## config.mk

```make
export PLATFORM = sky130hd
export DESIGN_NAME = bist_pattern_misr
export DESIGN_NICKNAME = d
export VERILOG_FILES = /design/src/rtl/bist_pattern_misr_pkg.sv /design/src/rtl/bist_pattern_misr_misr.sv /design/src/rtl/bist_pattern_misr.sv
export SDC_FILE = /design/constraint.sdc
export NUM_CORES = 1
export LEC_CHECK = 0
export BUFFER_PORTS_ARGS = -buffer_cell sky130_fd_sc_hd__buf_4
export CORE_MARGIN = 5
export CORE_UTILIZATION = 48
export CTS_CLUSTER_DIAMETER = 80
export DETAILED_ROUTE_END_ITERATION = 6
export PLACE_DENSITY = 0.77
export SETUP_SLACK_MARGIN = 0.4
export SLEW_MARGIN = 10
export SYNTH_ARGS = -nofsm -noshare
export SYNTH_HDL_FRONTEND = slang
export SYNTH_SLANG_ARGS = --single-unit
```

## constraint.sdc

```tcl
create_clock -name clk -period 1.86 [get_ports clk]
set_clock_uncertainty 0.2 [all_clocks]
set_input_delay 0.093 -clock clk [delete_from_list [all_inputs] [get_ports clk]]
set_output_delay 0.093 -clock clk [all_outputs]
set_load 0.05 [all_outputs]
```

## src/rtl/bist_pattern_misr_pkg.sv

```systemverilog
// Shared types and constants for the pattern-generator / signature-compactor BIST wrapper.
package bist_pkg;

    typedef enum logic [1:0] {
        IDLE = 2'd0,
        RUN  = 2'd1,
        DONE = 2'd2
    } bist_state_t;

    // x^7 + x^6 + 1: feedback taps are bits 6 and 5 of the 7-bit stimulus LFSR
    localparam int          LFSR_TAP_A        = 6;
    localparam int          LFSR_TAP_B        = 5;
    localparam logic [15:0] DEFAULT_MISR_POLY = 16'hB400;
    localparam logic [6:0]  DEFAULT_LFSR_SEED = 7'h01;

endpackage

```

## src/rtl/bist_pattern_misr_misr.sv

```systemverilog
// Galois multiple-input signature register; response is zero-extended into the low bits.
module bist_misr
    import bist_pkg::*;
#(
    parameter int               SIG_W  = 16,
    parameter int               RESP_W = 2,
    parameter logic [SIG_W-1:0] POLY   = SIG_W'(DEFAULT_MISR_POLY)
) (
    input  logic              clk,
    input  logic              rst_n,
    input  logic              clear_i,
    input  logic              enable_i,
    input  logic [RESP_W-1:0] resp_i,
    output logic [SIG_W-1:0]  sig_o,
    output logic [SIG_W-1:0]  sig_next_o
);

    logic [SIG_W-1:0] sig_q;
    logic [SIG_W-1:0] sig_d;

    // Next signature: clear wins over compaction.
    always_comb begin
        sig_d = sig_q;
        if (clear_i) begin
            sig_d = '0;
        end else if (enable_i) begin
            sig_d = (sig_q >> 1) ^ (sig_q[0] ? POLY : '0) ^ SIG_W'(resp_i);
        end else begin
            sig_d = sig_q;
        end
    end

    // Signature register.
    always_ff @(posedge clk or negedge rst_n) begin
        if (!rst_n) begin
            sig_q <= '0;
        end else begin
            sig_q <= sig_d;
        end
    end

    assign sig_o      = sig_q;
    assign sig_next_o = sig_d;

endmodule

```

## src/rtl/bist_pattern_misr.sv

```systemverilog
// BIST wrapper: drives LFSR patterns into a 7-in/2-out CUT and compacts its responses.
module bist_pattern_misr
    import bist_pkg::*;
#(
    parameter int               PAT_W      = 7,
    parameter int               RESP_W     = 2,
    parameter int               SIG_W      = 16,
    parameter int               N_PATTERNS = 127,
    parameter logic [PAT_W-1:0] LFSR_SEED  = PAT_W'(DEFAULT_LFSR_SEED),
    parameter logic [SIG_W-1:0] MISR_POLY  = SIG_W'(DEFAULT_MISR_POLY),
    parameter logic [SIG_W-1:0] GOLDEN     = '0
) (
    input  logic              clk,
    input  logic              rst_n,
    input  logic              start,
    input  logic              abort,
    output logic [PAT_W-1:0]  pat_o,
    input  logic [RESP_W-1:0] resp_i,
    output logic              busy,
    output logic              done,
    output logic              pass,
    output logic [SIG_W-1:0]  signature,
    output logic [15:0]       pat_cnt
);

    localparam logic [15:0] LAST_CNT = 16'(N_PATTERNS - 1);

    bist_state_t      state_q, state_d;
    logic [PAT_W-1:0] lfsr_q, lfsr_d;
    logic [15:0]      cnt_q, cnt_d;
    logic             busy_q, busy_d;
    logic             done_q, done_d;
    logic             pass_q, pass_d;
    logic             misr_clear_s;
    logic             misr_en_s;
    logic [SIG_W-1:0] sig_next_s;
    logic [PAT_W-1:0] lfsr_next_s;

    // The LFSR register doubles as pat_o, so it is held at zero outside RUN.
    assign lfsr_next_s = {lfsr_q[PAT_W-2:0], lfsr_q[LFSR_TAP_A] ^ lfsr_q[LFSR_TAP_B]};

    // Next-state and datapath control; abort outranks start and completion.
    always_comb begin
        state_d      = state_q;
        lfsr_d       = lfsr_q;
        cnt_d        = cnt_q;
        misr_clear_s = 1'b0;
        misr_en_s    = 1'b0;
        case (state_q)
            IDLE: begin
                if (abort) begin
                    lfsr_d       = '0;
                    cnt_d        = 16'd0;
                    misr_clear_s = 1'b1;
                end else if (start) begin
                    state_d      = RUN;
                    lfsr_d       = LFSR_SEED;
                    cnt_d        = 16'd0;
                    misr_clear_s = 1'b1;
                end else begin
                    state_d = IDLE;
                end
            end
            RUN: begin
                if (abort) begin
                    state_d      = IDLE;
                    lfsr_d       = '0;
                    cnt_d        = 16'd0;
                    misr_clear_s = 1'b1;
                end else begin
                    misr_en_s = 1'b1;
                    cnt_d     = cnt_q + 16'd1;
                    if (cnt_q == LAST_CNT) begin
                        state_d = DONE;
                        lfsr_d  = '0;
                    end else begin
                        lfsr_d  = lfsr_next_s;
                    end
                end
            end
            DONE: begin
                if (abort) begin
                    state_d      = IDLE;
                    cnt_d        = 16'd0;
                    misr_clear_s = 1'b1;
                end else if (start) begin
                    state_d      = RUN;
                    lfsr_d       = LFSR_SEED;
                    cnt_d        = 16'd0;
                    misr_clear_s = 1'b1;
                end else begin
                    state_d = DONE;
                end
            end
            default: begin
                state_d      = IDLE;
                lfsr_d       = '0;
                cnt_d        = 16'd0;
                misr_clear_s = 1'b1;
            end
        endcase
        busy_d = (state_d == RUN);
        done_d = (state_d == DONE);
        pass_d = done_d && (sig_next_s == GOLDEN);
    end

    // Control and status registers.
    always_ff @(posedge clk or negedge rst_n) begin
        if (!rst_n) begin
            state_q <= IDLE;
            lfsr_q  <= '0;
            cnt_q   <= 16'd0;
            busy_q  <= 1'b0;
            done_q  <= 1'b0;
            pass_q  <= 1'b0;
        end else begin
            state_q <= state_d;
            lfsr_q  <= lfsr_d;
            cnt_q   <= cnt_d;
            busy_q  <= busy_d;
            done_q  <= done_d;
            pass_q  <= pass_d;
        end
    end

    bist_misr #(
        .SIG_W  (SIG_W),
        .RESP_W (RESP_W),
        .POLY   (MISR_POLY)
    ) u_misr (
        .clk        (clk),
        .rst_n      (rst_n),
        .clear_i    (misr_clear_s),
        .enable_i   (misr_en_s),
        .resp_i     (resp_i),
        .sig_o      (signature),
        .sig_next_o (sig_next_s)
    );

    assign pat_o   = lfsr_q;
    assign busy    = busy_q;
    assign done    = done_q;
    assign pass    = pass_q;
    assign pat_cnt = cnt_q;

endmodule

```

# [Yosys cells after proc, flatten, opt, wreduce, memory -nomap -nowiden]
# Cells that the tools add are included.
[totals] ff_bits=44 output_inout_bits=42
[op_classes] n_addsub=1 n_eq_ne=7 muxes=26 n_bitwise=3 reduce_logical=4
[ops] cell="$mux W16" n=6
[ops] cell="$mux W7" n=5
[ops] cell="$pmux W16 S2" n=1
[ops] cell="$pmux W7 S3" n=1
[ops] cell="$add A16 B1 Y16 const B" n=1
[ops] cell="$eq A16 B7 Y1 const B" n=1
[ops] cell="$logic_not A16 Y1" n=1
[ops] cell="$xor A15 B16 Y16" n=1
[ops] cell="$xor A16 B2 Y16" n=1
[ops] cell="$mux W2" n=5
[ops] cell="$mux W1" n=6
[ops] cell="$pmux W2 S3" n=1
[ops] cell="$eq A2 B1 Y1 const B" n=2
[ops] cell="$eq A2 B2 Y1 const B" n=2
[ops] cell="$ne A3 B1 Y1 const B" n=1
[ops] cell="$logic_not A2 Y1" n=1
[ops] cell="$ne A2 B2 Y1 const B" n=1
[ops] cell="$pmux W1 S2" n=1
[ops] cell="$reduce_or A2 Y1" n=1
[ops] cell="$logic_and A1 B1 Y1" n=1
[ops] cell="$xor A1 B1 Y1" n=1

# [Logic depth before layout (Yosys ltp)]
# Gate-level depths: netlist of run 1.
[depth] depth_word=7 ltp_mapped=7 ltp_nobuf=7

# [Hierarchy]
# From an unflattened synthesis of run 1, not the netlist that was laid out.
[hier_totals] cells_unflattened=192 hier_area_um2=2050.7
[modules_own_cells] module="bist_pattern_misr" instances=1 cells_each=134 area_per_inst_um2=1362.6 seq_area_each_um2=700.7
[modules_own_cells] module="bist_misr" instances=1 cells_each=58 area_per_inst_um2=688.2 seq_area_each_um2=400.4

# [Least setup slack after synthesis of run 1]
# OpenSTA, ideal clock, no wires.
[synth_path] kind="register to register" from="register cnt_q[1], in the netlist pat_cnt[1]" to="register lfsr_q[5], in the netlist pat_o[5]" t_arrival_ns=2.045 path_slack_ns=-0.507 path_stages_with_launch=6 synth_period_minus_slack_ns=2.367 path_cell_list="dfrtp_1 > ha_1 > or4b_1 > nor4_4 > nor2_2 > a22o_1"
[synth_between] elab_chain_len=4
[synth_rtl] element="start, declared" line="bist_pattern_misr.sv:30" rtl="logic [15:0] cnt_q, cnt_d;"
[synth_rtl] element="start signal, assigned" line="bist_pattern_misr.sv:119" rtl="cnt_q <= cnt_d;"
[synth_rtl] element="$eq A16 B7 Y1" line="bist_pattern_misr.sv:73" rtl="if (cnt_q == LAST_CNT) begin"
[synth_rtl] element="$mux W7" line="bist_pattern_misr.sv:73"
[synth_rtl] element="$mux W7" line="bist_pattern_misr.sv:65" rtl="if (abort) begin"
[synth_rtl] element="$pmux W7 S3" line="bist_pattern_misr.sv:49" rtl="case (state_q)"
[synth_rtl] element="end signal, assigned" line="bist_pattern_misr.sv:118" rtl="lfsr_q <= lfsr_d;"
[synth_rtl] element="end, declared" line="bist_pattern_misr.sv:29" rtl="logic [PAT_W-1:0] lfsr_q, lfsr_d;"
# Every way passes these cells.
# A chain may end at the register's enable or synchronous reset.

# [Worst setup path after layout of run 1]
[layout_path] from="register cnt_q[0], in the netlist pat_cnt[0]" to="register pass_q, in the netlist pass"
[layout_between] elab_chain_len=6
[layout_rtl] element="$eq A16 B7 Y1" line="bist_pattern_misr.sv:73"
[layout_rtl] element="$mux W2" line="bist_pattern_misr.sv:73"
[layout_rtl] element="$mux W2" line="bist_pattern_misr.sv:65"
[layout_rtl] element="$pmux W2 S3" line="bist_pattern_misr.sv:49"
[layout_rtl] element="net state_d[1]" line="bist_pattern_misr.sv:28" rtl="bist_state_t state_q, state_d;"
[layout_rtl] element="$eq A2 B2 Y1" line="bist_pattern_misr.sv:103" rtl="done_d = (state_d == DONE);"
[layout_rtl] element="$logic_and A1 B1 Y1" line="bist_pattern_misr.sv:104" rtl="pass_d = done_d && (sig_next_s == GOLDEN);"
[layout_rtl] element="net pass_d" line="bist_pattern_misr.sv:33" rtl="logic pass_q, pass_d;"
[layout_rtl] element="end signal, assigned" line="bist_pattern_misr.sv:122" rtl="pass_q <= pass_d;"
[layout_rtl] element="end, declared" line="bist_pattern_misr.sv:33"
# The timed path passes the listed nets, and every way through them passes these cells.

==> metrics.csv, run 1 <==
stage,metric,value,unit
route,final WL,7.567,mm
setup_path,CP max-delay cell,or4b_4,
min_path,HP Start,resp_i[1],
placed_design,Area after DPL,0.002770,mm²
timing,worst hold slack,-30.04,ps
power,Internal Power,1.467,mW
timing,unrepaired setup endpoints after global routing,true,
floorplan,site row count,24,
cts,"Reg clk slew, reported paths",80,ps
placed_design,HPWL after DPL,3.757,mm
job,Max-Cap Viols,0,
timing,post-route setup slack,-344.8,ps
setup_path,CP arrival,2210,ps
setup_path,startpoint types,flip-flop,
setup_path,CP endpoint kind,flip-flop,
route,DRC errors left,0,
synth,Yosys warnings,0,
power,Sw Share,28.46,%
finish,most frequent cells in the layout,"buf_4, dfrtp_1, buf_6",
finish,fraction of layout instances using a drive strength above 1,57.55,%
power,clock power share,30.6,%
power,Seq pwr share,48.5,%
global_routing,largest net degree at the start of global routing,45,
power,Pleak,1.687,nW
finish,nets,325,
floorplan,IO Pins,48,
power,PwrDens,577.5,mW/mm²
cts,CTS root buf,clkbuf_8,
cts,CTS buffer count,5,
finish,multi-input logic area,0.001225,mm²
timing,final slew viol count,0,
setup_path,worst r2r src,pat_cnt[0],
timing,worst slew pin tran,577.8,ps
setup_path,"delay-heaviest family, CP",simple AND/OR/NAND/NOR gates,
min_path,Hold Path Stages,3,
floorplan,die height,75.82,µm
route,drt via density,5.919,
floorplan,Initial Utilization,48.77,%
setup_path,critical setup path kind,flip-flop to flip-flop,
setup_path,FF-to-FF End,pass,
run_status,failing checks,"negative hold slack, negative setup slack",
min_path,Hold WC Path Type,primary input to flip-flop,
timing,Final Hold Vio Count,1,
route,vias post-DR,2190,
finish,Fill cells,219,
setup_path,Max stage delay on crit path,470,ps
synth,number of synthesized register bits,44,
timing,Slew headroom,61.48,%
finish,post-route cell area,0.003551,mm²
power,Sw Pwr,0.5836,mW
floorplan,Placeable Area,0.004264,mm²
cts,clk_lat worst skew,300,ps
synth,Netlist Area Pre-Place,0.002079,mm²
route,drt first pass iters,4,
setup_path,Register-to-Register Setup Slack,-340,ps
route,WL/cell,20.45,µm
power,VDD IR max,0.4166,mV
cts,CTS tree,yes,
placed_design,Port Buffers,47,
global_routing,total grt overflow,0,
synth,"Seq/Total Area, Yosys",52.95,%
finish,antenna cell count,0,
setup_path,reg2reg path depth,7,
timing,Tmin final,2205,ps
timing,# setup viols final,15,
setup_path,WP buf/inv,1,
global_routing,gr usage total,23.65,%
placed_design,pre-CTS setup slack,-256.0,ps
synth,syn avg cell area,10.35,µm²
timing,Max Fclk,0.4536,GHz
finish,Register Area,0.001121,mm²
global_routing,initial antenna violation count,0,
synth,Post-synth EDFFs,0,
finish,"commonest non-fill, non-tap cell in the layout",buf_4,
synth,Synth area leaders,"dfrtp_1, a22o_1, nor2_1",
synth,Yosys top cell by area,dfrtp_1,
route,First DRT Iteration DRCs,292,
placed_design,Placer Congestion,0.8143,
setup_path,Worst EP required,1860,ps
synth,Mapped Cells,201,
power,Power Total,2.051,mW
min_path,WHS Endpoint,u_misr.sig_o[1],
synth,main flop type after synthesis,dfrtp_1,
synth,post-synth cell types,38,
global_routing,vias in the first global route,1981,
power,Comb power frac,20.9,%
timing,Tcrit/Tclk final,118.5,%
setup_path,critical-path cell list,inv_2 > ha_1 > or4b_4 > nor4_4 > a22o_1 > nand2b_1 > nor4_2,
floorplan,Chip Width,75.82,µm
cts,H-tree Lvls,2,
synth,ys async rst share,100.0,%
setup_path,critical path peak fanout,2,
route,post-route ant nets,0,
finish,area delta synth->final,70.76,%
cts,CTS max path bufs,2,
floorplan,DIE AREA,0.005749,mm²
synth,Syn Nets,209,
global_routing,first-pass GRT wire length,9.991,mm
cts,clk sinks,44,
run_status,status,"finished, violations left",
synth,top-area cell type share of the netlist area,52.95,%
==> cells by family (layout without fill, tap and decap cells) <==
| logic type | after synthesis | after routing | synth area share, % |
|---|---|---|---|
| compound gates | 45 | 45 | 14.86 |
| xor+xnor | 16 | 16 | 6.739 |
| fa+ha+maj | 2 | 2 | 1.203 |
| buf+inv | 16 | 132 | 3.189 |
| flops | 44 | 44 | 52.95 |
| simple gates | 78 | 79 | 21.06 |
==> what timing repair did <==
action / in CTS / in global routing
gates resized for setup: 59 / 32
hold buffers: 5 / 0
hold endpoints to repair: 50 / 0
gates cloned: 1 / 1
pin swaps: 20 / 24
setup buffers: 15 / 18
setup endpoints to repair: 39 / 39
==> cells in the mapped netlist (5+ instances only) <==
cell type  instances
buf_2              5
clkbuf_1           5
nor2_1            22
dfrtp_1           44
inv_1              6
xnor2_1            8
a22o_1            18
a21oi_1            8
o21ai_0           12
xor2_1             8
nand2_1           18
==> metal layers <==
| metal | GRT usage (%) | vias to the layer above | wire, µm |
|---|---|---|---|
| met5 | 0 | - | 0 |
| met4 | 8.544 | 0 | 201 |
| met3 | 5.409 | 20 | 635 |
| met2 | 37.93 | 122 | 3656 |
| met1 | 31.23 | 1101 | 3074 |
| li1 | - | 947 | - |
==> cell type report <==
class,instances,share of cell area (%)
flip-flops and latches,44,31.57
clock buffers,8,2.537
multi-input cells,142,34.50
repair buffers,118,28.93
well taps,52,1.832
inverters,6,0.6342
==> tightest hold or removal path: cells and delay by family <==
| family | cells | cell delay [ps] |
|---|---|---|
| buf+inv | 1 | 80 |
| xor+xnor | 1 | 80 |
| compound gates | 1 | 180 |
==> sequential cells by signal, indices dropped and copies added (netlist names) <==
register / count
pat_cnt: 16
pat_o: 7
state_q: 2
done: 1
u_misr.sig_o: 16
pass: 1
busy: 1
==> worst max path at each step <==
stage	from	endpoint	slack, ps	depth (start not counted)
floorplan	pat_cnt[0]	pass	-320	7
global placement	pat_cnt[0]	pat_o[5]	-190	6
detailed placement	pat_cnt[0]	pass	-260	7
CTS	pat_cnt[0]	pat_o[1]	-210	7
global route	pat_cnt[0]	pass	-450	7
finish	pat_cnt[0]	pass	-340	7
==> stage by stage <==
stage          TNS, ps  std cells  utilization (%)
6_report         -3717        370            83.27
5_1_grt          -5003        370            83.27
4_1_cts          -1887        351            76.50
3_5_place_dp     -2038        322            64.96
3_3_place_gp     -1600        322            64.96
2_1_floorplan    -3352        201                -
==> power by group through the flow <==
stage / clock network [mW] / registers, mW / logic, mW
CTS: 0.632 / 0.991 / 0.347
global placement: 0 / 1.01 / 0.258
global route: 0.659 / 0.996 / 0.451
finish: 0.628 / 0.994 / 0.429
detailed placement: 0 / 1.01 / 0.262
floorplan: 0 / 1.05 / 0.117
(Power assumes the default switching activity.)
==> inputs of run 2 (changes only) <==
--- a/config.mk
+++ b/config.mk
@@ -5,7 +5,7 @@
 export SDC_FILE = /design/constraint.sdc
 export NUM_CORES = 1
 export LEC_CHECK = 0
-export BUFFER_PORTS_ARGS = -buffer_cell sky130_fd_sc_hd__buf_4
+export BUFFER_PORTS_ARGS = -buffer_cell sky130_fd_sc_hd__buf_2
 export CORE_MARGIN = 5
 export CORE_UTILIZATION = 48
 export CTS_CLUSTER_DIAMETER = 80
==> run 2 against run 1 <==
  * Final cell count fell by 1.4%
  * Sequential power about the same
  * The flow finishes with violations (negative setup slack)
  * Highest routed layer unchanged
  * Cell area down 5.7%
  * Largest cell class unchanged
  * Total power down 2.0%
  * Via count decreased by 1.5%
==> metrics.csv, run 2 (synthesis gave the netlist of run 1 again) <==
stage,metric,value,unit
run_status,status,"finished, violations left",
run_status,failing checks,negative setup slack,
floorplan,IO Pins,48,
placed_design,pre-CTS setup slack,-310.1,ps
setup_path,CP max-delay cell,or4b_4,
timing,Max Fclk,0.4565,GHz
power,Sw Pwr,0.5740,mW
route,vias post-DR,2157,
setup_path,Max stage delay on crit path,460,ps
setup_path,Worst EP required,1860,ps
finish,Final Non-Filler Cells,365,
floorplan,site row count,24,
global_routing,first-pass GRT wire length,9.832,mm
power,Power Total,2.009,mW
finish,"commonest non-fill, non-tap cell in the layout",buf_2,
timing,worst slew pin tran,663.0,ps
setup_path,worst setup path end,pat_o[6],
finish,antenna cell count,0,
route,post-route ant nets,0,
cts,clk sinks,44,
global_routing,total grt overflow,0,
timing,TNS Setup,-4452,ps
finish,fraction of layout instances using a drive strength above 1,56.55,%
power,Sw Share,28.57,%
setup_path,CP Launch Point,pat_cnt[0],
cts,H-tree Lvls,2,
timing,post-route setup slack,-330.6,ps
setup_path,stages on the worst setup path,7,
cts,"Reg clk slew, reported paths",80,ps
setup_path,FF-to-FF End,pat_o[6],
power,Pleak,1.643,nW
placed_design,DP Cell Count,321,
floorplan,Placeable Area,0.004264,mm²
setup_path,critical-path cell list,inv_2 > ha_4 > or4b_4 > nor4_4 > buf_4 > nor2_4 > a22o_1,
cts,CTS root buf,clkbuf_8,
timing,unrepaired setup endpoints after global routing,true,
setup_path,CP arrival,2190,ps
placed_design,Placer Congestion,0.8182,
placed_design,HPWL after DPL,3.808,mm
route,drt first pass iters,4,
route,WL/cell,19.97,µm
setup_path,WP buf/inv,2,
setup_path,CP endpoint kind,flip-flop,
floorplan,die height,75.82,µm
setup_path,startpoint types,flip-flop,
timing,Tmin final,2191,ps
floorplan,Chip Width,75.82,µm
finish,Final Core Density,78.55,%
global_routing,gr usage total,23.30,%
route,drt via density,5.910,
setup_path,worst r2r src,pat_cnt[0],
floorplan,Initial Utilization,48.77,%
finish,post-route cell area,0.003349,mm²
placed_design,Port Buffers,47,
global_routing,initial antenna violation count,0,
power,Internal Power,1.435,mW
power,VDD IR max,0.6529,mV
job,Max-Cap Viols,0,
setup_path,critical path peak fanout,5,
cts,CTS tree,yes,
global_routing,vias in the first global route,1961,
setup_path,"delay-heaviest family, CP",simple AND/OR/NAND/NOR gates,
finish,most frequent cells in the layout,"buf_2, buf_4, dfrtp_1",
global_routing,largest net degree at the start of global routing,30,
power,Seq pwr share,49.5,%
route,final WL,7.289,mm
setup_path,reg2reg path depth,7,
timing,Final Hold Vio Count,0,
timing,Tcrit/Tclk final,117.8,%
cts,CTS buffer count,5,
cts,clk_lat worst skew,310,ps
floorplan,DIE AREA,0.005749,mm²
finish,Fill cells,234,
timing,final slew viol count,0,
route,DRC errors left,0,
route,First DRT Iteration DRCs,148,
finish,nets,320,
power,PwrDens,599.7,mW/mm²
setup_path,critical setup path kind,flip-flop to flip-flop,
cts,CTS max path bufs,2,
power,clock power share,31.1,%
setup_path,Register-to-Register Setup Slack,-330,ps
timing,Slew headroom,55.80,%
min_path,Hold WC Path Type,primary input to flip-flop,
timing,# setup viols final,23,
power,Comb power frac,19.4,%
timing,worst hold slack,7.464,ps
finish,area delta synth->final,61.07,%
placed_design,Area after DPL,0.002645,mm²
==> run 2: cell types whose count changed in the layout (fill, tap and decap cells not counted), moves of 3 or more <==
cell and delta:
buf_2 +45, buf_4 -50, buf_6 +5, buf_8 -4, o21ai_2 -3
==> run 2: worst min path at each step <==
stage                    from               end  slack [ps]  depth (start not counted)
finish                  start   u_misr.sig_o[8]           7                          4
global route        resp_i[1]   u_misr.sig_o[1]           2                          3
CTS                     start  u_misr.sig_o[15]          -2                          3
detailed placement      rst_n   u_misr.sig_o[1]         -40                          1
global placement        rst_n        pat_cnt[5]         -50                          1
floorplan               rst_n              busy        -400                          0
==> run 2: worst min-delay path, stage by stage <==
cell and delay (ps):
buf_2 190, nor2_4 70, nand2_1 60, a21oi_2 60
==> run 2: final cells by class <==
cell class	count	area [µm²]	share of cell area [%]
inverter	6	22.52	0.6724
timing repair buffer	112	853.3	25.48
clock inverter	2	10.01	0.2988
multi-input combinational	143	1195	35.67
tap	52	65.06	1.942
sequential	44	1121	33.47
clock buffer	6	82.58	2.465
==> run 2: power groups by stage <==
stage,combinational [mW],sequential (mW),clock (mW)
3_3_place_gp,0.243,1.01,0
3_5_place_dp,0.249,1.01,0
5_1_grt,0.410,0.996,0.675
2_1_floorplan,0.117,1.05,0
4_1_cts,0.323,0.991,0.628
6_report,0.390,0.994,0.625
==> run 2: timing repair <==
action,CTS,global route
gates resized for setup,50,34
setup buffers,18,13
pin swaps,27,31
setup endpoints to repair,37,42
hold endpoints to repair,31,0
hold buffers,3,0
gates cloned,2,0
==> run 2: per-layer routing <==
metal | track usage [%] | share of wire [%] | vias to the layer above
li1 | - | - | 942
met1 | 30.19 | 39 | 1094
met2 | 38.12 | 52 | 99
met3 | 5.145 | 6.8 | 22
met4 | 8.738 | 2.7 | 0
met5 | 0 | 0 | -
